`config.mk`:
```
export PLATFORM = sky130hd
export DESIGN_NAME = spi_cmd_controller
export DESIGN_NICKNAME = d
export VERILOG_FILES = /design/src/rtl/spi_cmd_controller.sv
export SDC_FILE = /design/constraint.sdc
export NUM_CORES = 1
export LEC_CHECK = 0
export BUFFER_PORTS_ARGS = -buffer_cell sky130_fd_sc_hd__buf_2
export CORE_ASPECT_RATIO = 0.75
export CORE_MARGIN = 2
export CORE_UTILIZATION = 54
export CTS_CLUSTER_DIAMETER = 80
export DETAILED_ROUTE_END_ITERATION = 6
export GPL_TIMING_DRIVEN = 0
export PLACE_DENSITY = 0.81
export SETUP_SLACK_MARGIN = 0.2
export SLEW_MARGIN = 0
export SYNTH_ARGS = -nofsm -noshare
export SYNTH_HDL_FRONTEND = slang
export SYNTH_SLANG_ARGS = --single-unit
```
`constraint.sdc`:
```
create_clock -name clk -period 2.8 [get_ports clk]
set_clock_uncertainty 0.2 [all_clocks]
set_input_delay 0.28 -clock clk [delete_from_list [all_inputs] [get_ports clk]]
set_output_delay 0.28 -clock clk [all_outputs]
set_load 0.01 [all_outputs]
```
`src/rtl/spi_cmd_controller.sv`:
```
// SPI command sequencer: parses opcode/address/data frames delimited by slave
// select and issues single-cycle register write strobes, with burst auto-increment.
//
// state   | meaning
// --------+---------------------------------------------------------------
// IDLE    | no frame in progress, waiting for the opcode byte while selected
// ADDR    | WRITE_SINGLE/WRITE_BURST opcode seen, waiting for address byte
// DATA    | writing data bytes; burst stays here and increments the address
// DONE    | frame complete (NOP or single write), any further byte is an error
// DISCARD | frame already malformed, remaining bytes ignored
module spi_cmd_controller #(
  parameter int ADDR_W = 7
) (
  input  logic              clk,
  input  logic              rst_n,
  input  logic              spi_ss,
  input  logic [7:0]        byte_in,
  input  logic              byte_valid,
  output logic              reg_wr_en,
  output logic [ADDR_W-1:0] reg_addr,
  output logic [7:0]        reg_wr_data,
  output logic              busy,
  output logic              frame_done,
  output logic              cmd_error,
  output logic [7:0]        frame_count
);

  typedef enum logic [2:0] {
    S_IDLE,
    S_ADDR,
    S_DATA,
    S_DONE,
    S_DISCARD
  } state_t;

  localparam logic [7:0] OP_NOP    = 8'h00;
  localparam logic [7:0] OP_SINGLE = 8'h01;
  localparam logic [7:0] OP_BURST  = 8'h02;

  logic              ss_meta_q, ss_s_q;
  state_t            state_q, state_d;
  logic              err_q, err_d;
  logic              wrote_q, wrote_d;
  logic              burst_q, burst_d;
  logic [ADDR_W-1:0] addr_q, addr_d;
  logic              wr_en_q, wr_en_d;
  logic [ADDR_W-1:0] wr_addr_q, wr_addr_d;
  logic [7:0]        wr_data_q, wr_data_d;
  logic              done_q, done_d;
  logic              error_q, error_d;
  logic [7:0]        count_q, count_d;

  // Post-byte values, used both as next state and for frame classification
  state_t            st_b;
  logic              err_b, wrote_b;
  logic              frame_end, good;

  always_ff @(posedge clk or negedge rst_n) begin
    if (!rst_n) begin
      ss_meta_q <= 1'b1;
      ss_s_q    <= 1'b1;
    end else begin
      ss_meta_q <= spi_ss;
      ss_s_q    <= ss_meta_q;
    end
  end

  always_ff @(posedge clk or negedge rst_n) begin
    if (!rst_n) begin
      state_q   <= S_IDLE;
      err_q     <= 1'b0;
      wrote_q   <= 1'b0;
      burst_q   <= 1'b0;
      addr_q    <= '0;
      wr_en_q   <= 1'b0;
      wr_addr_q <= '0;
      wr_data_q <= 8'h00;
      done_q    <= 1'b0;
      error_q   <= 1'b0;
      count_q   <= 8'h00;
    end else begin
      state_q   <= state_d;
      err_q     <= err_d;
      wrote_q   <= wrote_d;
      burst_q   <= burst_d;
      addr_q    <= addr_d;
      wr_en_q   <= wr_en_d;
      wr_addr_q <= wr_addr_d;
      wr_data_q <= wr_data_d;
      done_q    <= done_d;
      error_q   <= error_d;
      count_q   <= count_d;
    end
  end

  always_comb begin
    st_b      = state_q;
    err_b     = err_q;
    wrote_b   = wrote_q;
    burst_d   = burst_q;
    addr_d    = addr_q;
    wr_en_d   = 1'b0;
    wr_addr_d = wr_addr_q;
    wr_data_d = wr_data_q;
    done_d    = 1'b0;
    error_d   = 1'b0;
    count_d   = count_q;
    good      = 1'b0;
    frame_end = ss_s_q && (state_q != S_IDLE);

    if (byte_valid) begin
      case (state_q)
        S_IDLE: begin
          if (!ss_s_q) begin
            case (byte_in)
              OP_NOP: st_b = S_DONE;
              OP_SINGLE: begin
                burst_d = 1'b0;
                st_b    = S_ADDR;
              end
              OP_BURST: begin
                burst_d = 1'b1;
                st_b    = S_ADDR;
              end
              default: begin
                err_b = 1'b1;
                st_b  = S_DISCARD;
              end
            endcase
          end
        end
        S_ADDR: begin
          addr_d  = byte_in[ADDR_W-1:0];
          wrote_b = 1'b0;
          st_b    = S_DATA;
        end
        S_DATA: begin
          wr_en_d   = 1'b1;
          wr_addr_d = addr_q;
          wr_data_d = byte_in;
          wrote_b   = 1'b1;
          if (burst_q) addr_d = addr_q + 1'b1;
          else         st_b   = S_DONE;
        end
        S_DONE: begin
          err_b = 1'b1;
          st_b  = S_DISCARD;
        end
        default: ;
      endcase
    end

    state_d = st_b;
    err_d   = err_b;
    wrote_d = wrote_b;

    // A byte coinciding with deselect is folded in before classification
    if (frame_end) begin
      good    = !err_b && ((st_b == S_DONE) || ((st_b == S_DATA) && wrote_b));
      done_d  = good;
      error_d = !good;
      if (good) count_d = count_q + 8'd1;
      state_d = S_IDLE;
      err_d   = 1'b0;
      wrote_d = 1'b0;
    end
  end

  assign reg_wr_en   = wr_en_q;
  assign reg_addr    = wr_addr_q;
  assign reg_wr_data = wr_data_q;
  assign busy        = (state_q != S_IDLE);
  assign frame_done  = done_q;
  assign cmd_error   = error_q;
  assign frame_count = count_q;

endmodule

```
Word-level counts from Yosys, hierarchy flattened
Index checks and enable logic that the tools add are counted.
{ "totals": {"elab_cells": 62, "input_bits": 12, "reg_bits": 41, "output_inout_bits": 27} }
{ "op_classes": {"n_reduce_logical": 17, "add_sub_neg": 2, "muxes": 21, "n_bitwise": 1, "n_eq_ne": 8} }
{ "op_table": {"columns": ["op", "count"], "rows": [
  ["7-bit case mux with 2 select lines", 1],
  ["3-bit by 2-bit equality test with 1-bit output (second input constant)", 4],
  ["3-bit two-way mux", 4],
  ["3-bit case mux with 4 select lines", 1],
  ["1-bit two-way mux", 10],
  ["8-bit by 1-bit adder with 8-bit output (second input constant)", 1],
  ["8-bit by 1-bit equality test with 1-bit output (second input constant)", 1],
  ["8-bit by 2-bit equality test with 1-bit output (second input constant)", 1],
  ["8-bit zero test", 1],
  ["7-bit by 1-bit adder with 7-bit output (second input constant)", 1],
  ["7-bit two-way mux", 1],
  ["1-bit case mux with 2 select lines", 3],
  ["3-bit case mux with 2 select lines", 1],
  ["2-bit AND reduction", 2],
  ["4-bit AND reduction", 1],
  ["2-bit nonzero test", 2],
  ["3-bit by 1-bit equality test with 1-bit output (second input constant)", 1],
  ["1-bit logical AND", 3],
  ["3-bit zero test", 1],
  ["3-bit AND reduction", 1],
  ["3-bit nonzero test", 1],
  ["3-bit OR reduction", 1],
  ["1-bit zero test", 2],
  ["2-bit != test (second input constant)", 1],
  ["other kinds (3)", 3]
]} }

Depth between registers and ports, before layout
Gate-level depths: netlist of run 1.
{ "depth": {"depth_word": 12, "ltp_mapped": 7, "depth_no_buf": 6} }

Worst setup path before layout of run 1
OpenSTA, ideal clock, no wires.
{ "synth_path": {"path_kind": "flip-flop to flip-flop", "start": "reg state_q[0]", "end": "reg count_q[1] (netlist: frame_count[1])", "path_slack_ns": 0.703, "setup_time_ns": 0.125, "stages_incl_launch_ff": 7, "n_path_buf": 1, "t_arrival_ns": 1.772, "period_less_slack_ns": 2.097, "t_required_ns": 2.475, "cell_sequence": "dfrtp_1 buf_6 nor3_1 nand2_1 o21ai_2 nand4_4 mux2_4"} }
{ "synth_between": {"elab_chain_len": 8, "word_cells_on_any_way": 21, "cone_classes": "eq/ne (5); mux (8); reduce/logical (8)"} }
{ "synth_lines": {"columns": ["element", "line", "source"], "rows": [
  ["start, declared", "41", "state_t state_q, state_d;"],
  ["start signal, assigned", "82", "state_q <= state_d;"],
  ["3-bit by 2-bit equality test with 1-bit output, or another cell as far along", "112", "case (state_q)"],
  ["3-bit case mux with 4 select lines", "112", null],
  ["3-bit two-way mux", "111", "if (byte_valid) begin"],
  ["3-bit by 2-bit equality test with 1-bit output", "159", "good = !err_b && ((st_b == S_DONE) || ((st_b == S_DATA) && wrote_b));"],
  ["1-bit logical AND", "159", null],
  ["1-bit logical OR", "159", null],
  ["1-bit logical AND", "159", null],
  ["2-bit AND reduction (no source line) (*)", null, null],
  ["end signal, assigned", "92", "count_q <= count_d;"],
  ["end, declared", "51", "logic [7:0] count_q, count_d;"]
]} }
Every way passes the cells marked *; elsewhere a longest branch is shown, timed or not.
A chain may end at the register's enable or synchronous reset.

Worst setup path in the final report of run 1
{ "layout_path": {"start": "reg state_q[2]", "end": "reg count_q[1] (netlist: frame_count[1])"} }
Same word-level chain as after synthesis.

==> results.cfg, run 1 <==
[worst_setup_path]
slowest_stage = clkbuf_1
r2r-start = state_q[2]
r2r_cells = 6
critPathMaxFanout = 9
setup.worst_path.start_class = register
worst-setup-path-type = reg2reg
crit_required_ps = 2780
cp-startpoint = state_q[2]
crit_arrival_ps = 2410
cp.buffers_inverters = 1
cp.depth = 6
setup.worst_path.end = frame_count[1]
worst_path_largest_cell_delay_ps = 500
cp-end-kind = register
crit_family = buffers and inverters
reg2reg_to = frame_count[1]
r2r_setup_slack_ps = 370
crit_chain = nor4bb_1 > clkbuf_1 > a2111oi_2 > o21ai_2 > nand4_4 > mux2_4

[placement]
hpwlAfterDp_um = 2873
dp.cells = 269
pre_cts_ws_ps = 411.9
place_congestion = 0.8230
port_buffers = 38

[timing]
fin_ws_ps = 367.4
drv_slew = 0
fin_crit_ps = 2433
period_share = 0.8688
worstMarginPinSlew_ps = 870.6
hold_viol = 0
fmax_mhz = 411.1
fin_tns_setup_ps = 0
setup_viol = 0
rsz0062_at_grt = no
slew_headroom = 0.4196

[clocking]
root_buffer = clkbuf_8
clk_pin_slew_ps = 80
ctsLongestPathBuffers = 2
h-tree-depth = 2
clock-sinks = 41
cts_tree = yes
clock_latency_ps = 290
numCtsBuffers = 5
postCtsResizedCells = 0

[synth]
syn_avg_cell_area_sq_um = 11.14
synthFlopType = dfrtp_1
synth_adder_area_share = 0.01255
netlist_instances = 179
synthMuxAreaShare = 0.09724
synth_compound_area_frac = 0.1186
synth_nets = 193
syn_area_sq_um = 1994
synth_edf_count = 0
async_flop_share = 1.000
synth_seq_cells = 41
yosysSeqAreaShare = 0.5157
synth_top_family_by_area = simple AND/OR/NAND/NOR gates
yosysWarnings = 0
yosysUniqueCellTypes = 42
synthXorXnorAreaFrac = 0.03074
yosys.area_share.simple = 0.1939

[worst_hold_path]
min_from = byte_in[7]
hp-class = in2reg

[cells_and_area]
multiInputGateArea_sq_um = 903.4
num_antenna_cells = 0
nets = 240
nFillCells = 269
regArea_sq_um = 1028
final_common_cell = buf_2
layout_common_cells = buf_2, dfrtp_1, nor2_1, mux2_2
areaGrowthSynthToFinish_pct = 20.51
stdcell_count = 279
drive_gt1_frac = 0.3392

[pwr]
power_density_nw_per_um2 = 565.5
leakagePower_nw = 1.198
power_mw = 1.359
ir_drop_mv = 0.4116

[route]
drc = 0
detail-route-antenna-nets = 0
wirelength_um = 4141
vias = 1545
drt_first_pass_iters = 5
via_per_inst = 5.538
wl_per_cell_um = 14.84
drt-initial-drc-count = 194

[job]
cap_violations = 0

[floorplan]
die_w_um = 74.18
design.die.area_sq_um = 4201
start_util = 0.5556
io_pins = 39
rows = 19
die_height_um = 56.63
core_area_sq_um = 3590

[outcome]
run_status = completed

[global_routing]
grt_pass1_wl_um = 6831
track_usage = 0.2172
grt_max_degree = 42
overflow = 0
grt_pass1_vias = 1374
antenna_found_initial = 0
[worst min-delay path by stage]
stage	cells past startpoint	endpoint	slack, ps
after floorplan	0	addr_q[0]	-220
after global placement	0	ss_s_q	150
after detailed placement	0	ss_s_q	150
after CTS	2	reg_wr_data[7]	40
after global routing	2	reg_wr_data[7]	30
final	2	reg_wr_data[7]	40
[report_power, final]
group / internal, mW / switching, mW / total [mW]
Sequential: 0.621 / 0.0320 / 0.653
Clock: 0.354 / 0.200 / 0.554
Combinational: 0.0596 / 0.0922 / 0.152
[final cells by class]
class,instances,share of cell area
Buffer,6,0.01353
Timing Repair Buffer,40,0.08745
Clock buffer,5,0.02863
Inverter,8,0.01249
Sequential cell,41,0.4279
Clock inverter,3,0.02707
Multi-Input combinational cell,124,0.3758
Tap cell,52,0.02707
[per-stage QoR]
stage | area (sq um) | hold WS, ps | util
3_3_place_gp | 2250 | 146.5 | 0.6267
4_1_cts | 2404 | 37.24 | 0.6696
5_1_grt | 2404 | 30.96 | 0.6696
2_1_floorplan | 1994 | -215.6 | -
6_report | 2404 | 42.65 | 0.6696
3_5_place_dp | 2250 | 150.9 | 0.6267
[logic make-up (layout without fill, tap and decap cells)]
family | count (synthesis) | in the layout
adders and majority gates | 2 | 2
muxes | 17 | 17
AOI/OAI and AO/OA | 33 | 33
DFF | 41 | 41
buffers and inverters | 14 | 62
and+or+nand+nor | 65 | 65
xor gates and xnor gates | 7 | 7
[worst register-to-register path, cell delays in order, from the launching register on]
cell	delay, ps
dfrtp_1	470
nor4bb_1	300
clkbuf_1	500
a2111oi_2	130
o21ai_2	210
nand4_4	180
mux2_4	330
[per-layer routing]
layer,up-vias,track usage,wire length (um)
li1,739,-,-
met1,749,0.3473,2030
met2,54,0.2972,1848
met3,3,0.04668,235
met4,0,0.05974,27
met5,-,0,0
[flip-flops by register name, summed over array words and instances (netlist names)]
register	cells
wrote_q	1
ss_s_q	1
burst_q	1
frame_count	8
reg_wr_en	1
cmd_error	1
reg_wr_data	8
state_q	3
ss_meta_q	1
err_q	1
addr_q	7
frame_done	1
reg_addr	7
[Yosys cell counts, types with 2 or more instances]
| cell | instances | area (sq um) |
|---|---|---|
| dfrtp_1 | 39 | 975.9 |
| nor2_1 | 16 | 60.06 |
| mux2_2 | 15 | 168.9 |
| inv_1 | 8 | 30.03 |
| nand2_1 | 8 | 30.03 |
| a21oi_1 | 7 | 35.03 |
| nand3_1 | 7 | 35.03 |
| nand4_1 | 7 | 43.79 |
| nor3_1 | 7 | 35.03 |
| o21ai_0 | 7 | 35.03 |
| xnor2_1 | 7 | 61.31 |
| a31oi_1 | 5 | 31.28 |
| and2_1 | 5 | 31.28 |
| clkbuf_1 | 3 | 11.26 |
| nor2b_1 | 3 | 18.77 |
| a221oi_1 | 2 | 17.52 |
| and2b_2 | 2 | 17.52 |
| buf_2 | 2 | 10.01 |
| dfstp_2 | 2 | 52.55 |
| ha_1 | 2 | 25.02 |
| o22a_1 | 2 | 17.52 |
| o22ai_1 | 2 | 12.51 |
| o31ai_1 | 2 | 15.01 |
[timing repair]
item	in CTS	in global routing
buffers inserted	0	0
hold buffers	2	0
hold endpoints to repair	40	0
Note: power is estimated with default switching activity, not from simulation.
==> inputs of run 2 (changes only) <==
- clock period: 2.8 -> 2.3 ns (I/O delays scaled with it)
==> run 2 against run 1 <==
Against the previous run: largest power group unchanged; largest cell class unchanged; flip-flop and latch count unchanged; critical path type unchanged; die area did not move; first-iteration DRC count shrank 3.6%; via count rose by 5.8%; clock-buffer cell count is the same; global-route usage increased by 0.57 points; sequential share of layout area decreased by 1.7 points; maximum frequency grew 19%; register-to-register slack got worse by 100 ps; routed wire length grew 5.9%; critical path depth decreased by 1.
==> results.cfg, run 2 (synthesis gave the netlist of run 1 again) <==
[worst_hold_path]
hp-class = in2reg
worstHoldPathCells = 3

[pwr]
power_mw = 1.690
ir_drop_mv = 0.5046
power_density_nw_per_um2 = 673.7
leakagePower_nw = 1.257

[worst_setup_path]
crit_required_ps = 2280
r2r-start = state_q[2]
cp-startpoint = state_q[2]
setup.worst_path.start_class = register
crit_arrival_ps = 2020
r2r_cells = 5
critPathMaxFanout = 8
cp-end-kind = register
reg2reg_to = frame_count[1]
r2r_setup_slack_ps = 260
worst-setup-path-type = reg2reg
setup.worst_path.end = frame_count[1]

[cells_and_area]
stdcell_area_sq_um = 2509
nets = 249
final_common_cell = buf_2
layout_common_cells = buf_2, dfrtp_1, nor2_1, mux2_2, buf_4
num_antenna_cells = 0
nFillCells = 248
post-route-util = 0.6989
drive_gt1_frac = 0.3814
areaGrowthSynthToFinish_pct = 25.78

[floorplan]
rows = 19
io_pins = 39
die_w_um = 74.18
core_area_sq_um = 3590
die_height_um = 56.63
design.die.area_sq_um = 4201
start_util = 0.5556

[route]
vias = 1634
routed.top_layer = met4
dr_wl_met3_um = 358
wl_per_cell_um = 15.23
drt_first_pass_iters = 5
via_per_inst = 5.674
wl_met1_um = 2024
wl_met2_um = 1977
drc = 0
drt-initial-drc-count = 187
wirelength_um = 4385
detail-route-antenna-nets = 0

[timing]
drv_slew = 0
timing.hold.ws_ps = 5.319
slew_headroom = 0.4240
fmax_mhz = 491.1
setup_viol = 0
fin_ws_ps = 263.6
fin_crit_ps = 2036
period_share = 0.8854
hold_viol = 0
worstMarginPinSlew_ps = 863.9
rsz0062_at_grt = no

[global_routing]
track_usage = 0.2229
grt_pass1_vias = 1413
grt_pass1_wl_um = 7010
overflow = 0
grt_max_degree = 42
antenna_found_initial = 0

[job]
cap_violations = 0

[clocking]
h-tree-depth = 2
root_buffer = clkbuf_8
numCtsBuffers = 5
clock-sinks = 41
clock_latency_ps = 290
clk_pin_slew_ps = 80
ctsLongestPathBuffers = 2
cts_tree = yes

[placement]
port_buffers = 38
placed_area_sq_um = 2250
hpwlAfterDp_um = 2873
place_congestion = 0.8230
pre_cts_ws_ps = -88.15

[outcome]
run_status = completed
==> run 2: worst min-delay path by stage <==
stage / start / end
floorplan: rst_n / addr_q[0]
global placement: spi_ss / ss_meta_q
detailed placement: spi_ss / ss_meta_q
CTS: byte_in[1] / burst_q
global route: byte_in[1] / burst_q
finish: byte_in[1] / burst_q
==> run 2: metal layers <==
| layer | global-route usage | vias up |
|---|---|---|
| met5 | 0 | - |
| li1 | - | 764 |
| met1 | 0.3521 | 789 |
| met3 | 0.04668 | 4 |
| met4 | 0.05974 | 0 |
| met2 | 0.3112 | 77 |
==> run 2: critical path, cell delays in order (launching register included) <==
cell and delay [ps]:
dfrtp_2 490, nand2b_1 240, a2111oi_4 400, o21ai_2 150, nand4_4 140, mux2_4 300
==> run 2: stage by stage <==
stage / cells / TNS, ps
floorplan: 179 / 0
global placement: 269 / -71.47
detailed placement: 269 / -88.15
CTS: 283 / 0
global route: 288 / 0
finish: 288 / 0
==> run 2: repair_timing <==
action / in CTS / in global routing
buffers inserted: 3 / 5
hold buffers: 3 / 0
endpoints found under the hold margin: 41 / 0
endpoints found under the setup margin: 18 / 22
resized for setup: 5 / 5
pin swaps: 1 / 1
==> run 2: layout make-up <==
cell class	instances	area [sq um]	share of cell area
Multi-Input combinational cell	124	932.1	0.3716
Clock buffer	5	68.82	0.02743
Tap cell	52	65.06	0.02594
Buffer	6	37.54	0.01496
Timing Repair Buffer	49	280.3	0.1117
Clock inverter	3	65.06	0.02594
Sequential cell	41	1030	0.4105
Inverter	8	30.03	0.01197
==> run 2: where the power goes <==
| part | internal [mW] | switching, mW | total (mW) |
|---|---|---|---|
| registers | 0.758 | 0.0434 | 0.801 |
| clock network | 0.431 | 0.244 | 0.675 |
| logic | 0.0939 | 0.120 | 0.214 |
| total | 1.28 | 0.408 | 1.69 |
